`src/rtl/stream_packer.sv`:
```
// Narrow-to-wide stream upsizer: packs NumBeats input beats into one registered
// output word, with in_last_i closing a partial word early and a per-lane mask.
module stream_packer #(
    parameter int DataWidth = 32,
    parameter int NumBeats  = 2
) (
    input  logic                          clk_i,
    input  logic                          rst_i,
    input  logic [DataWidth-1:0]          in_data_i,
    input  logic                          in_last_i,
    input  logic                          in_valid_i,
    output logic                          in_ready_o,
    output logic [DataWidth*NumBeats-1:0] out_data_o,
    output logic [NumBeats-1:0]           out_mask_o,
    output logic                          out_last_o,
    output logic                          out_valid_o,
    input  logic                          out_ready_i
);

    localparam int CntW = (NumBeats > 1) ? $clog2(NumBeats) : 1;
    localparam logic [CntW-1:0] LastLane = CntW'(NumBeats - 1);

    if (NumBeats < 2) begin : g_bad_num_beats
        $error("stream_packer: NumBeats must be at least 2");
    end

    logic [NumBeats-1:0][DataWidth-1:0] data_q;
    logic [NumBeats-1:0]                mask_q;
    logic [CntW-1:0]                    cnt_q;
    logic                               last_q;
    logic                               out_valid_q;

    logic in_hs;
    logic out_hs;
    logic word_done;

    // A finished word blocks input only until the consumer takes it.
    assign in_ready_o = !out_valid_q || out_ready_i;
    assign in_hs      = in_valid_i && in_ready_o;
    assign out_hs     = out_valid_q && out_ready_i;
    assign word_done  = in_hs && ((cnt_q == LastLane) || in_last_i);

    // NOTE: the lane registers are reset too, so out_data_o reads zero after reset
    // and unfilled lanes of a partial word are guaranteed zero.
    always_ff @(posedge clk_i or posedge rst_i) begin
        if (rst_i) begin
            data_q      <= '0;
            mask_q      <= '0;
            cnt_q       <= '0;
            last_q      <= 1'b0;
            out_valid_q <= 1'b0;
        end else begin
            // NOTE: non-blocking writes later in this block override the clear
            // above them, so a beat accepted in the drain cycle lands on a clean word.
            if (out_hs) begin
                data_q <= '0;
                mask_q <= '0;
            end
            if (in_hs) begin
                data_q[cnt_q] <= in_data_i;
                mask_q[cnt_q] <= 1'b1;
                cnt_q         <= word_done ? '0 : cnt_q + 1'b1;
            end
            if (word_done) begin
                out_valid_q <= 1'b1;
                last_q      <= in_last_i;
            end else if (out_hs) begin
                out_valid_q <= 1'b0;
            end
        end
    end

    assign out_data_o  = data_q;
    assign out_mask_o  = mask_q;
    assign out_last_o  = last_q;
    assign out_valid_o = out_valid_q;

endmodule

```
`config.mk`:
```
export PLATFORM = sky130hd
export DESIGN_NAME = stream_packer
export DESIGN_NICKNAME = d
export VERILOG_FILES = /design/src/rtl/stream_packer.sv
export SDC_FILE = /design/constraint.sdc
export NUM_CORES = 1
export LEC_CHECK = 0
export ABC_AREA = 1
export BUFFER_PORTS_ARGS = -buffer_cell sky130_fd_sc_hd__buf_2
export CAP_MARGIN = 5
export CORE_ASPECT_RATIO = 1.75
export CORE_MARGIN = 2
export CORE_UTILIZATION = 51
export DETAILED_ROUTE_END_ITERATION = 10
export GPL_TIMING_DRIVEN = 0
export PLACE_DENSITY_LB_ADDON = 0.3
export SYNTH_ARGS = -nofsm -noshare
export SYNTH_HDL_FRONTEND = slang
export SYNTH_SLANG_ARGS = --single-unit
```
`constraint.sdc`:
```
create_clock -name clk_i -period 2.8 [get_ports clk_i]
set_input_delay 0.56 -clock clk_i [delete_from_list [all_inputs] [get_ports clk_i]]
set_output_delay 0.56 -clock clk_i [all_outputs]
set_load 0.03 [all_outputs]
```
== Yosys cells after proc, flatten, opt, wreduce, memory -nomap -nowiden ==
Cells that the tools add are included.
Operators by class
  $add $sub $neg: 1
  order comparisons: 2
  muxes and demuxes: 12
  bitwise logic cells: 1
  reduce and logical (&&, ||, !) cells: 8
Operator list (number)
  $mux 64: 2
  $bwmux 64: 1
  $demux 32 s1: 1
  $mux 32: 1
  $logic_and 1x1->1: 4
  $mux 1: 4
  $mux 2: 2
  $logic_or 1x1->1: 2
  $lt 1x2->1 const B: 1
  $or 2x2->2: 1
  $reduce_bool 2->1: 1
  $add 1x1->1 const B: 1
  $demux 1 s1: 1
  $ge 1x1->1 const B: 1
  $logic_not 1->1: 1
Storage, ports and cells
  bits in registers: 69
  input bits: 37
  logic and storage cells: 30

== Depth between registers and ports, before layout ==
Gate-level depths: netlist (run 1).
  depth after elaboration: 6
  gate-level depth with buffers: 6

== Least setup slack after synthesis (run 1) ==
OpenSTA, ideal clock, no wires.
  path kind: reg-to-output
  start point: register out_valid_q (netlist: out_valid_o)
  end point: output in_ready_o
  data arrival time: 969 ps
  data required time: 2240 ps
  slack: 1271 ps
  cell stages (with the launch flop): 3
  buffers on the path: 1
  path through: dfrtp_1 nand2_4 buf_2
Between the ends
  longest elaborated chain between the ends: 2
RTL lines
  start: declaration: line 31  | logic out_valid_q;
  start signal: assignment: line 51  | out_valid_q <= 1'b0;
  start signal: assignment: line 65  | out_valid_q <= 1'b1;
  start signal: assignment: line 68  | out_valid_q <= 1'b0;
  $logic_not 1->1: line 38  | assign in_ready_o = !out_valid_q || out_ready_i;
  $logic_or 1x1->1: line 38
  end: declaration: line 12  | output logic in_ready_o,
No other way between the ends.

== Worst setup path after layout (run 1) ==
Ends and elaborated chain as after synthesis.

==> metrics.csv, run 1 <==
metric,value,unit
status,"finished, final reports clean",
grt_pass1_vias,3036,
crit_family,buffers and inverters,
vias_per_cell,4.98,
gp_congestion,0.769,
synth_xor_area_frac,0,
cp_cell_sequence,"nand2_4, buf_2, buf_2",
antenna_found_initial,0,
yosys_warnings,0,
dieHeight,113,µm
fillers,590,
cts.sinks,69,
crit_fanout,10,
initial_core_util,0.527,
ff_latch_area,1730,µm²
path_buf_inv,2,
rows,39,
clockBufferDepth,2,
drv_slew,0,
num-nets-final,596,
synthCells,444,
core_area,6540,µm²
io_pins,106,
start_kind,flip-flop,
grt_first_pass_wirelength,14400,µm
hp-class,primary input to async pin,
yosys-mux-area-fraction,0,
wl_per_cell,14.0,µm
stdcell_area,4340,µm²
p_leak,2.54,nW
drt-pass1-iter-count,4,
ctsResizeCount,0,
multi_input_area,1220,µm²
max_stage_delay,0.43,ns
grt.overflow.total,0,
r2r_end,out_data_o[19]$_DFF_PP0_,
timing.hold.ws,0.398,ns
rsz0062_at_grt,no,
reg2reg_from,cnt_q$_DFFE_PP0P_,
syn_avg_cell_area,7.76,µm²
cts_setup_buffers,0,
synth.distinct_cells,14,
antennaDiodeCount,0,
setup_tns,0,ns
cp_slowest_cell,dfrtp_1,
hold_viol,0,
cp_common_cell,buf_2,
synth_compound_area_frac,0,
powerDensity,896,nW/µm²
grt_max_degree,70,
ys_seq_area_frac,0.501,
cts_tree,yes,
tightest_slew,0.841,ns
crit_path_end_kind,output port,
finalCritPeriodShare,0.697,
wl,9030,µm
final_antenna_net_count,0,
required,2.24,ns
die_x,66.1,µm
maxSlewHeadroom,0.440,
syn_nets,481,
max_cap_viol_count,0,
path_clk_slew,0.05,ns
port_buffers,104,
ir_worst_vdd,0.560,mV
post-route-min-period,1.95,ns
ctsHtreeMaxLevel,3,
synthSimpleGateAreaFrac,0.355,
dieArea,7450,µm²
drive_gt1_frac,0.280,
finalSetupViolations,0,
netlist_area,3440,µm²
skew,0.00406,ns
reg2reg_depth,6,
drc,0,
drt_iter0_drc,387,
synth_top_family_by_area,simple AND/OR/NAND/NOR gates,
synth_fa_ha_area_frac,0,
numCtsBuffers,9,
rrSetupSlack,1.56,ns
fmax,0.512,GHz
dr_total_vias,3219,
grt_util_all_layers,0.255,
critPathArrivalTime,1.39,ns
hpwl,6480,µm
clockRootBuffer,clkbuf_16,
clock_latency,0.33,ns
synth_seq_cells,69,
crit_type,flip-flop to output port,
syn_to_final_growth,26.1,%
placed_area,4070,µm²
hold_buffers,0,
[cell usage after synthesis (all sizes together)]
master / number / area share
nand2: 139 / 0.15
dfrtp: 69 / 0.50
inv: 69 / 0.077
nand4: 65 / 0.12
nor2: 64 / 0.070
buf: 34 / 0.066
nand3: 4 / 0.013
[placed cells by master (no fill, tap or decap)]
master,Yosys,layout
clkbuf_16,0,9
nand2_1,137,137
dfrtp_1,69,69
nand3_4,2,2
inv_1,66,65
nand4_1,65,65
nand3_1,2,2
buf_4,11,11
clkinv_2,0,1
nand2_4,1,1
buf_6,5,5
clkbuf_8,0,2
clkbuf_1,0,4
buf_2,18,122
inv_4,2,3
inv_2,1,1
nand2_2,1,1
nor2_1,64,64
[report_power, final]
group          leakage (nW)  switching, W  internal (W)
clock network         0.134      0.000388      0.000647
registers             0.891      0.000128       0.00124
logic                  1.51       0.00105      0.000437
total                  2.54       0.00157       0.00232
[worst max path at each step]
| stage | startpoint | end | slack, ns | depth (start not counted) |
|---|---|---|---|---|
| floorplan | rst_i | cnt_q$_DFFE_PP0P_ | 0.50 | 1 |
| global placement | rst_i | out_data_o[32]$_DFF_PP0_ | -0.30 | 2 |
| detailed placement | out_ready_i | in_ready_o | 0.94 | 5 |
| CTS | out_valid_o$_DFFE_PP0P_ | in_ready_o | 0.84 | 3 |
| global route | out_valid_o$_DFFE_PP0P_ | in_ready_o | 0.77 | 3 |
| finish | out_valid_o$_DFFE_PP0P_ | in_ready_o | 0.85 | 3 |
[flip-flops by register name (all words and copies together) (netlist names)]
register     cells
out_data_o      64
out_mask_o       2
cnt_q            1
out_last_o       1
out_valid_o      1
[worst register-to-register path, stage by stage (launching register included)]
cell and delay (ns):
dfrtp_1 0.36, buf_4 0.17, inv_4 0.11, nand3_4 0.11, buf_2 0.21, nand2_1 0.09
nand2_1 0.06
[routing by layer]
metal | routed length, µm | GRT usage | share of wire
met5 | 0 | 0 | 0
met4 | 200 | 0.103 | 0.022
met3 | 564 | 0.0606 | 0.062
met2 | 4840 | 0.437 | 0.54
met1 | 3420 | 0.301 | 0.38
[area by class of cell]
class / count / share of cell area
Timing Repair Buffer: 104 / 0.120
Inverter: 69 / 0.0614
Clock inverter: 1 / 0.00115
Buffer: 34 / 0.0527
Sequential cell: 69 / 0.398
Tap cell: 82 / 0.0236
Clock buffer: 15 / 0.0617
Multi-Input combinational cell: 272 / 0.282
[stage by stage]
stage | total power [W] | utilization | setup slack (ns) | instances
after floorplan | 0.00243 | - | 0.500 | 444
after global placement | 0.00283 | 0.622 | -0.304 | 630
after detailed placement | 0.00287 | 0.622 | 0.945 | 630
after CTS | 0.00392 | 0.664 | 0.836 | 646
after global routing | 0.00411 | 0.664 | 0.772 | 646
final | 0.00389 | 0.664 | 0.848 | 646
[cells by family (layout without fill, tap and decap cells)]
kind of cell,count (synthesis),in the layout
simple gates,272,272
buf+inv,103,223
flops,69,69
Note: power is estimated with default switching activity, not from simulation.
==> run 2: changes to the inputs <==
--- a/config.mk
+++ b/config.mk
@@ -10,7 +10,7 @@
 export CAP_MARGIN = 5
 export CORE_ASPECT_RATIO = 1.75
 export CORE_MARGIN = 2
-export CORE_UTILIZATION = 51
+export CORE_UTILIZATION = 46
 export DETAILED_ROUTE_END_ITERATION = 10
 export GPL_TIMING_DRIVEN = 0
 export PLACE_DENSITY_LB_ADDON = 0.3
==> constraint.sdc (replaced) <==
create_clock -name clk_i -period 1.7 [get_ports clk_i]
set_input_delay 0.34 -clock clk_i [delete_from_list [all_inputs] [get_ports clk_i]]
set_output_delay 0.34 -clock clk_i [all_outputs]
set_load 0.03 [all_outputs]
==> metrics.csv, run 2 (synthesized netlist as in run 1, its figures left out) <==
metric,value,unit,change
drv_slew,0,,unchanged
vias_per_cell,4.97,,was 4.98
hpwl,6510,µm,was 6480 µm
largest_reg_flops,64,,unchanged
finalSetupViolations,0,,unchanged
p_sw,0.00261,W,was 0.00157 W
comb_power_share,0.380,,was 0.383
antenna_found_initial,0,,unchanged
post-route-min-period,1.53,ns,
die_x,69.4,µm,was 66.1 µm
dr_total_vias,3228,,was 3219
tightest_slew,0.782,ns,was 0.841 ns
initial_core_util,0.476,,was 0.527
hold_viol,0,,unchanged
start_kind,flip-flop,,unchanged
cts_tree,yes,,unchanged
crit_path_end_kind,output port,,unchanged
dieArea,8220,µm²,was 7450 µm²
final_antenna_net_count,0,,unchanged
cp_slowest_cell,dfrtp_1,,unchanged
ir_worst_vdd,0.966,mV,was 0.560 mV
cts.sinks,69,,unchanged
gp_congestion,0.818,,was 0.769
fmax,0.653,GHz,
antennaDiodeCount,0,,unchanged
maxSlewHeadroom,0.477,,was 0.440
final_cell_mix,"nand2_1 (137), buf_2 (120), dfrtp_1 (69)",,"was nand2_1 (137), buf_2 (122), dfrtp_1 (69)"
max_stage_delay,0.43,ns,about the same
timing.hold.ws,0.139,ns,was 0.398 ns
rsz0062_at_grt,no,,unchanged
ctsHtreeMaxLevel,3,,unchanged
io_pins,106,,unchanged
wl_per_cell,14.1,µm,was 14.0 µm
setup_tns,0,ns,unchanged
grt_pass1_vias,3275,,was 3036
clock_latency,0.33,ns,about the same
p_leak,2.54,nW,about the same
intPower,0.00386,W,was 0.00232 W
placedCellCount,635,,was 630
crit_fanout,17,,was 10
syn_to_final_growth,27.0,%,was 26.1%
netSwitchingFraction,0.403,,about the same
fillers,695,,was 590
grt_first_pass_wirelength,15300,µm,was 14400 µm
wl,9130,µm,was 9030 µm
drc,0,,unchanged
cp_cell_sequence,"nand2_4, buf_4",,"was nand2_4, buf_2, buf_2"
status,"finished, final reports clean",,unchanged
grt.overflow.total,0,,unchanged
cts_setup_buffers,0,,unchanged
grt_max_degree,37,,was 70
drive_gt1_frac,0.282,,was 0.280
port_buffers,104,,unchanged
clockRootBuffer,clkbuf_16,,unchanged
max_cap_viol_count,0,,unchanged
dieHeight,118,µm,was 113 µm
final_cells,649,,was 646
path_clk_slew,0.05,ns,about the same
skew,0.00254,ns,was 0.00406 ns
clkPwrFrac,0.272,,was 0.266
powerDensity,1480,nW/µm²,was 896 nW/µm²
crit_type,flip-flop to output port,,unchanged
grt_util_all_layers,0.233,,was 0.255
clockBufferDepth,2,,unchanged
hp-class,primary input to async pin,,unchanged
rows,41,,was 39
power_frac_seq,0.348,,was 0.351
numCtsBuffers,9,,unchanged
p_total,0.00646,W,was 0.00389 W
drt-pass1-iter-count,4,,unchanged
core_area,7230,µm²,was 6540 µm²
final_common_cell,nand2_1,,unchanged
finalCritPeriodShare,0.901,,
required,1.36,ns,was 2.24 ns
num-nets-final,596,,unchanged
drt_iter0_drc,275,,was 387
critPathArrivalTime,1.19,ns,was 1.39 ns
==> run 2: through the flow <==
stage	setup WS, ns	util	area, µm²
6_report	0.168	0.604	4370
5_1_grt	0.120	0.604	4370
4_1_cts	0.00479	0.605	4380
3_5_place_dp	0.297	0.566	4100
3_3_place_gp	0.0753	0.563	4080
2_1_floorplan	0.391	-	3450
==> run 2: path summary, 6_finish.rpt <==
check                                        start                       end  slack [ns]  cells past startpoint
min in group clk_i                   in_data_i[23]  out_data_o[55]$_DFF_PP0_        0.27                      3
setup reg to reg           out_valid_o$_DFFE_PP0P_  out_data_o[55]$_DFF_PP0_        0.44                      5
hold reg to reg             out_last_o$_DFFE_PP0P_    out_last_o$_DFFE_PP0P_        0.47                      2
hold / removal                               rst_i  out_data_o[20]$_DFF_PP0_        0.14                      2
setup / recovery           out_valid_o$_DFFE_PP0P_                in_ready_o        0.17                      2
max in group asynchronous                    rst_i  out_data_o[34]$_DFF_PP0_        0.94                      3
==> run 2: cell type report <==
class	count	area (µm²)	share of cell area
buffer	33	224	0.0512
clock inverter	1	5.00	0.00114
clock buffer	14	274	0.0627
tap	86	108	0.0246
sequential	69	1730	0.395
timing repair buffer	105	543	0.124
inverter	69	268	0.0612
multi-input combinational	272	1220	0.280
==> run 2: what timing repair did <==
action | CTS | global route
hold buffers | 0 | 0
endpoints found under the setup margin | 1 | 1
resized for setup | 1 | 0
==> run 2: layer usage <==
| metal | part of all wire | up-vias | global-route usage |
|---|---|---|---|
| li1 | - | 1612 | - |
| met1 | 0.40 | 1492 | 0.278 |
| met2 | 0.52 | 104 | 0.396 |
| met3 | 0.056 | 20 | 0.0384 |
| met4 | 0.026 | 0 | 0.129 |
| met5 | 0 | - | 0 |
==> run 2: worst max-delay path, delay by kind of cell, from the launching register on <==
kind          cells  cell delay, ns
buf+inv           1            0.21
flops             1            0.43
simple gates      1            0.22
==> run 2: power groups by stage <==
stage / Sequential [W] / Clock, W / Combinational [W]
after global placement: 0.00226 / 0 / 0.00243
after detailed placement: 0.00227 / 0 / 0.00247
after floorplan: 0.00305 / 0 / 0.000958
after CTS: 0.00225 / 0.00178 / 0.00248
final: 0.00225 / 0.00176 / 0.00246
after global routing: 0.00230 / 0.00183 / 0.00269
==> run 3: changes to the inputs <==
--- a/config.mk
+++ b/config.mk
@@ -5,12 +5,12 @@
 export SDC_FILE = /design/constraint.sdc
 export NUM_CORES = 1
 export LEC_CHECK = 0
-export ABC_AREA = 1
+export ABC_AREA = 0
 export BUFFER_PORTS_ARGS = -buffer_cell sky130_fd_sc_hd__buf_2
-export CAP_MARGIN = 5
+export CAP_MARGIN = 20
 export CORE_ASPECT_RATIO = 1.75
 export CORE_MARGIN = 2
-export CORE_UTILIZATION = 46
+export CORE_UTILIZATION = 47
 export DETAILED_ROUTE_END_ITERATION = 10
 export GPL_TIMING_DRIVEN = 0
 export PLACE_DENSITY_LB_ADDON = 0.3
==> metrics.csv, run 3 <==
metric,value,unit,change
status,"finished, final reports clean",,unchanged
synth_top_area_frac,0.481,,was 0.501
wl,10200,µm,was 9130 µm
hpwl,7060,µm,was 6510 µm
ctsHtreeMaxLevel,3,,unchanged
vias_per_cell,6.14,,was 4.97
finalCritPeriodShare,0.975,,was 0.901
placedCellCount,512,,was 635
synthCells,318,,was 444
synth_top_family_by_area,compound AO/OA/AOI/OAI gates,,was simple AND/OR/NAND/NOR gates
antennaDiodeCount,0,,unchanged
synth_top_area_cell,dfrtp_1,,unchanged
drt_iter0_drc,251,,was 275
num-nets-final,473,,was 596
synth.distinct_cells,23,,was 14
final_common_cell,buf_2,,was nand2_1
drt-pass1-iter-count,4,,unchanged
drc,0,,unchanged
crit_path_end_kind,output port,,unchanged
cp_cell_sequence,"buf_4, and2b_4, inv_2, buf_4",,"was nand2_4, buf_4"
max_stage_delay,0.38,ns,was 0.43 ns
cp_common_cell,buf_4,,
yosys_most_used_dff,dfrtp_1,,unchanged
drv_slew,0,,unchanged
cts.sinks,69,,unchanged
setup_tns,0,ns,unchanged
path_buf_inv,3,,was 1
fillers,671,,was 695
clockBufferDepth,2,,unchanged
wl_per_cell,19.3,µm,was 14.1 µm
fmax,0.603,GHz,was 0.653 GHz
synthSimpleGateAreaFrac,0.0178,,was 0.355
yosys-top-cells-count,"dfrtp_1 (69), mux2i_1 (65), o21ai_1 (65)",,"was nand2_1 (137), dfrtp_1 (69), inv_1 (66)"
cts_tree,yes,,unchanged
numCtsBuffers,9,,unchanged
grt_util_all_layers,0.251,,was 0.233
die_x,70.1,µm,was 69.4 µm
synth_edf_count,0,,unchanged
ys_async_sr_fraction,1.00,,unchanged
synth_xor_area_frac,0,,unchanged
synth_fa_ha_area_frac,0,,unchanged
final_cell_mix,"buf_2 (114), dfrtp_1 (69), mux2i_1 (65), o21ai_1 (65), a32oi_1 (64)",,"was nand2_1 (137), buf_2 (120), dfrtp_1 (69)"
core_area,7460,µm²,was 7230 µm²
yosys-mux-area-fraction,0.184,,was 0
maxSlewHeadroom,0.548,,was 0.477
grt_max_degree,42,,was 37
crit_family,buffers and inverters,,was flip-flops
io_pins,106,,unchanged
clock_latency,0.34,ns,was 0.33 ns
required,1.36,ns,about the same
yosys_warnings,0,,unchanged
syn_avg_cell_area,11.3,µm²,was 7.76 µm²
yosysMostFrequentCell,dfrtp_1,,was nand2_1
dieHeight,120,µm,was 118 µm
rows,42,,was 41
ir_worst_vdd,0.784,mV,was 0.966 mV
cp_slowest_cell,dfrtp_1,,unchanged
antenna_found_initial,0,,unchanged
hold_viol,0,,unchanged
clockRootBuffer,clkbuf_16,,unchanged
port_buffers,105,,was 104
initial_core_util,0.481,,was 0.476
largest_reg_flops,64,,unchanged
netlist_top_cells_area,"dfrtp_1 (48%), mux2i_1 (18%), a32oi_1 (16%), o21ai_1 (9.1%), buf_6 (1.6%)",,"was dfrtp_1 (50%), nand2_1 (15%), nand4_1 (12%), inv_1 (7.2%), nor2_1 (7.0%)"
final_cells,528,,was 649
netlist_area,3590,µm²,was 3440 µm²
synth_compound_area_frac,0.251,,was 0
crit_type,flip-flop to output port,,unchanged
powerDensity,1610,nW/µm²,was 1480 nW/µm²
p_leak,2.05,nW,was 2.54 nW
tightest_slew,0.676,ns,was 0.782 ns
ys_seq_area_frac,0.481,,was 0.501
hp-class,primary input to async pin,,unchanged
grt.overflow.total,0,,unchanged
start_kind,flip-flop,,unchanged
syn_to_final_growth,26.3,%,was 27.0%
grt_pass1_vias,3248,,was 3275
finalSetupViolations,0,,unchanged
path_clk_slew,0.05,ns,about the same
synth_seq_cells,69,,unchanged
syn_nets,355,,was 481
drive_gt1_frac,0.327,,was 0.282
skew,0.00679,ns,was 0.00254 ns
dieArea,8380,µm²,was 8220 µm²
rsz0062_at_grt,no,,unchanged
max_cap_viol_count,0,,unchanged
critPathArrivalTime,1.32,ns,was 1.19 ns
dr_total_vias,3243,,was 3228
final_antenna_net_count,0,,unchanged
crit_fanout,10,,was 17
gp_congestion,0.789,,was 0.818
grt_first_pass_wirelength,16500,µm,was 15300 µm
post-route-min-period,1.66,ns,was 1.53 ns
run 3: area by class of cell:
class / instances / area [µm²] / share of cell area
plain buffers: 36 / 228 / 0.0502
clock buffers: 13 / 240 / 0.0530
repair buffers: 107 / 556 / 0.123
multi-input cells: 211 / 1630 / 0.359
clock inverters: 2 / 35.0 / 0.00773
inverters: 2 / 11.3 / 0.00248
flip-flops and latches: 69 / 1730 / 0.381
well taps: 88 / 110 / 0.0243
run 3: power by group:
| part | switching (W) | internal, W |
|---|---|---|
| clock | 0.000696 | 0.00113 |
| combinational | 0.00197 | 0.000967 |
| sequential | 0.000407 | 0.00213 |
run 3: timing repair:
action | CTS | global route
endpoints found under the setup margin | 1 | 0
setup buffers | 1 | 0
hold endpoints to repair | 0 | 0
hold buffers | 0 | 0
gates resized for setup | 1 | 0
run 3: cells by family (layout without fill, tap and decap cells):
logic type / after synthesis / after routing
multiplexers: 66 / 66
AND/OR/NAND/NOR: 13 / 13
flip-flops: 69 / 69
AO/OA/AOI/OAI: 132 / 132
buffers and inverters: 38 / 160
run 3: metal layers:
layer	up-vias	GRT usage	routed length (µm)
met2	113	0.432	5310
met1	1604	0.308	4100
li1	1506	-	-
met3	20	0.0579	539
met4	0	0.0853	226
met5	-	0	0
run 3: worst register-to-register path, cell delays in order, from the launching register on:
cell     delay (ns)
dfrtp_1        0.38
buf_4          0.18
and2b_4        0.18
buf_6          0.14
buf_2          0.19
a32oi_1        0.18
o21ai_1        0.10
run 3: final timing paths:
kind / endpoint / slack (ns) / start / depth (start not counted)
worst max-delay path: in_ready_o / 0.04 / out_valid_o$_DFFE_PP0P_ / 4
worst min-delay path: out_data_o[1]$_DFF_PP0_ / 0.1 / rst_i / 2
worst max register to register: out_data_o[49]$_DFF_PP0_ / 0.21 / out_valid_o$_DFFE_PP0P_ / 6
worst min register to register: out_data_o[51]$_DFF_PP0_ / 0.52 / out_data_o[51]$_DFF_PP0_ / 2
max in group asynchronous: out_data_o[18]$_DFF_PP0_ / 0.97 / rst_i / 3
min in group clk_i: out_valid_o$_DFFE_PP0P_ / 0.26 / in_last_i / 3
run 3: stage by stage:
stage	area (µm²)	utilization	power, W	hold slack (ns)	worst slack, ns
CTS	4530	0.608	0.00731	0.119	0.0381
floorplan	3590	-	0.00456	0.473	0.173
global placement	4230	0.567	0.00540	0.493	0.0625
global route	4530	0.608	0.00765	0.151	0.0136
finish	4530	0.608	0.00730	0.0985	0.0421
detailed placement	4250	0.569	0.00549	0.475	0.165
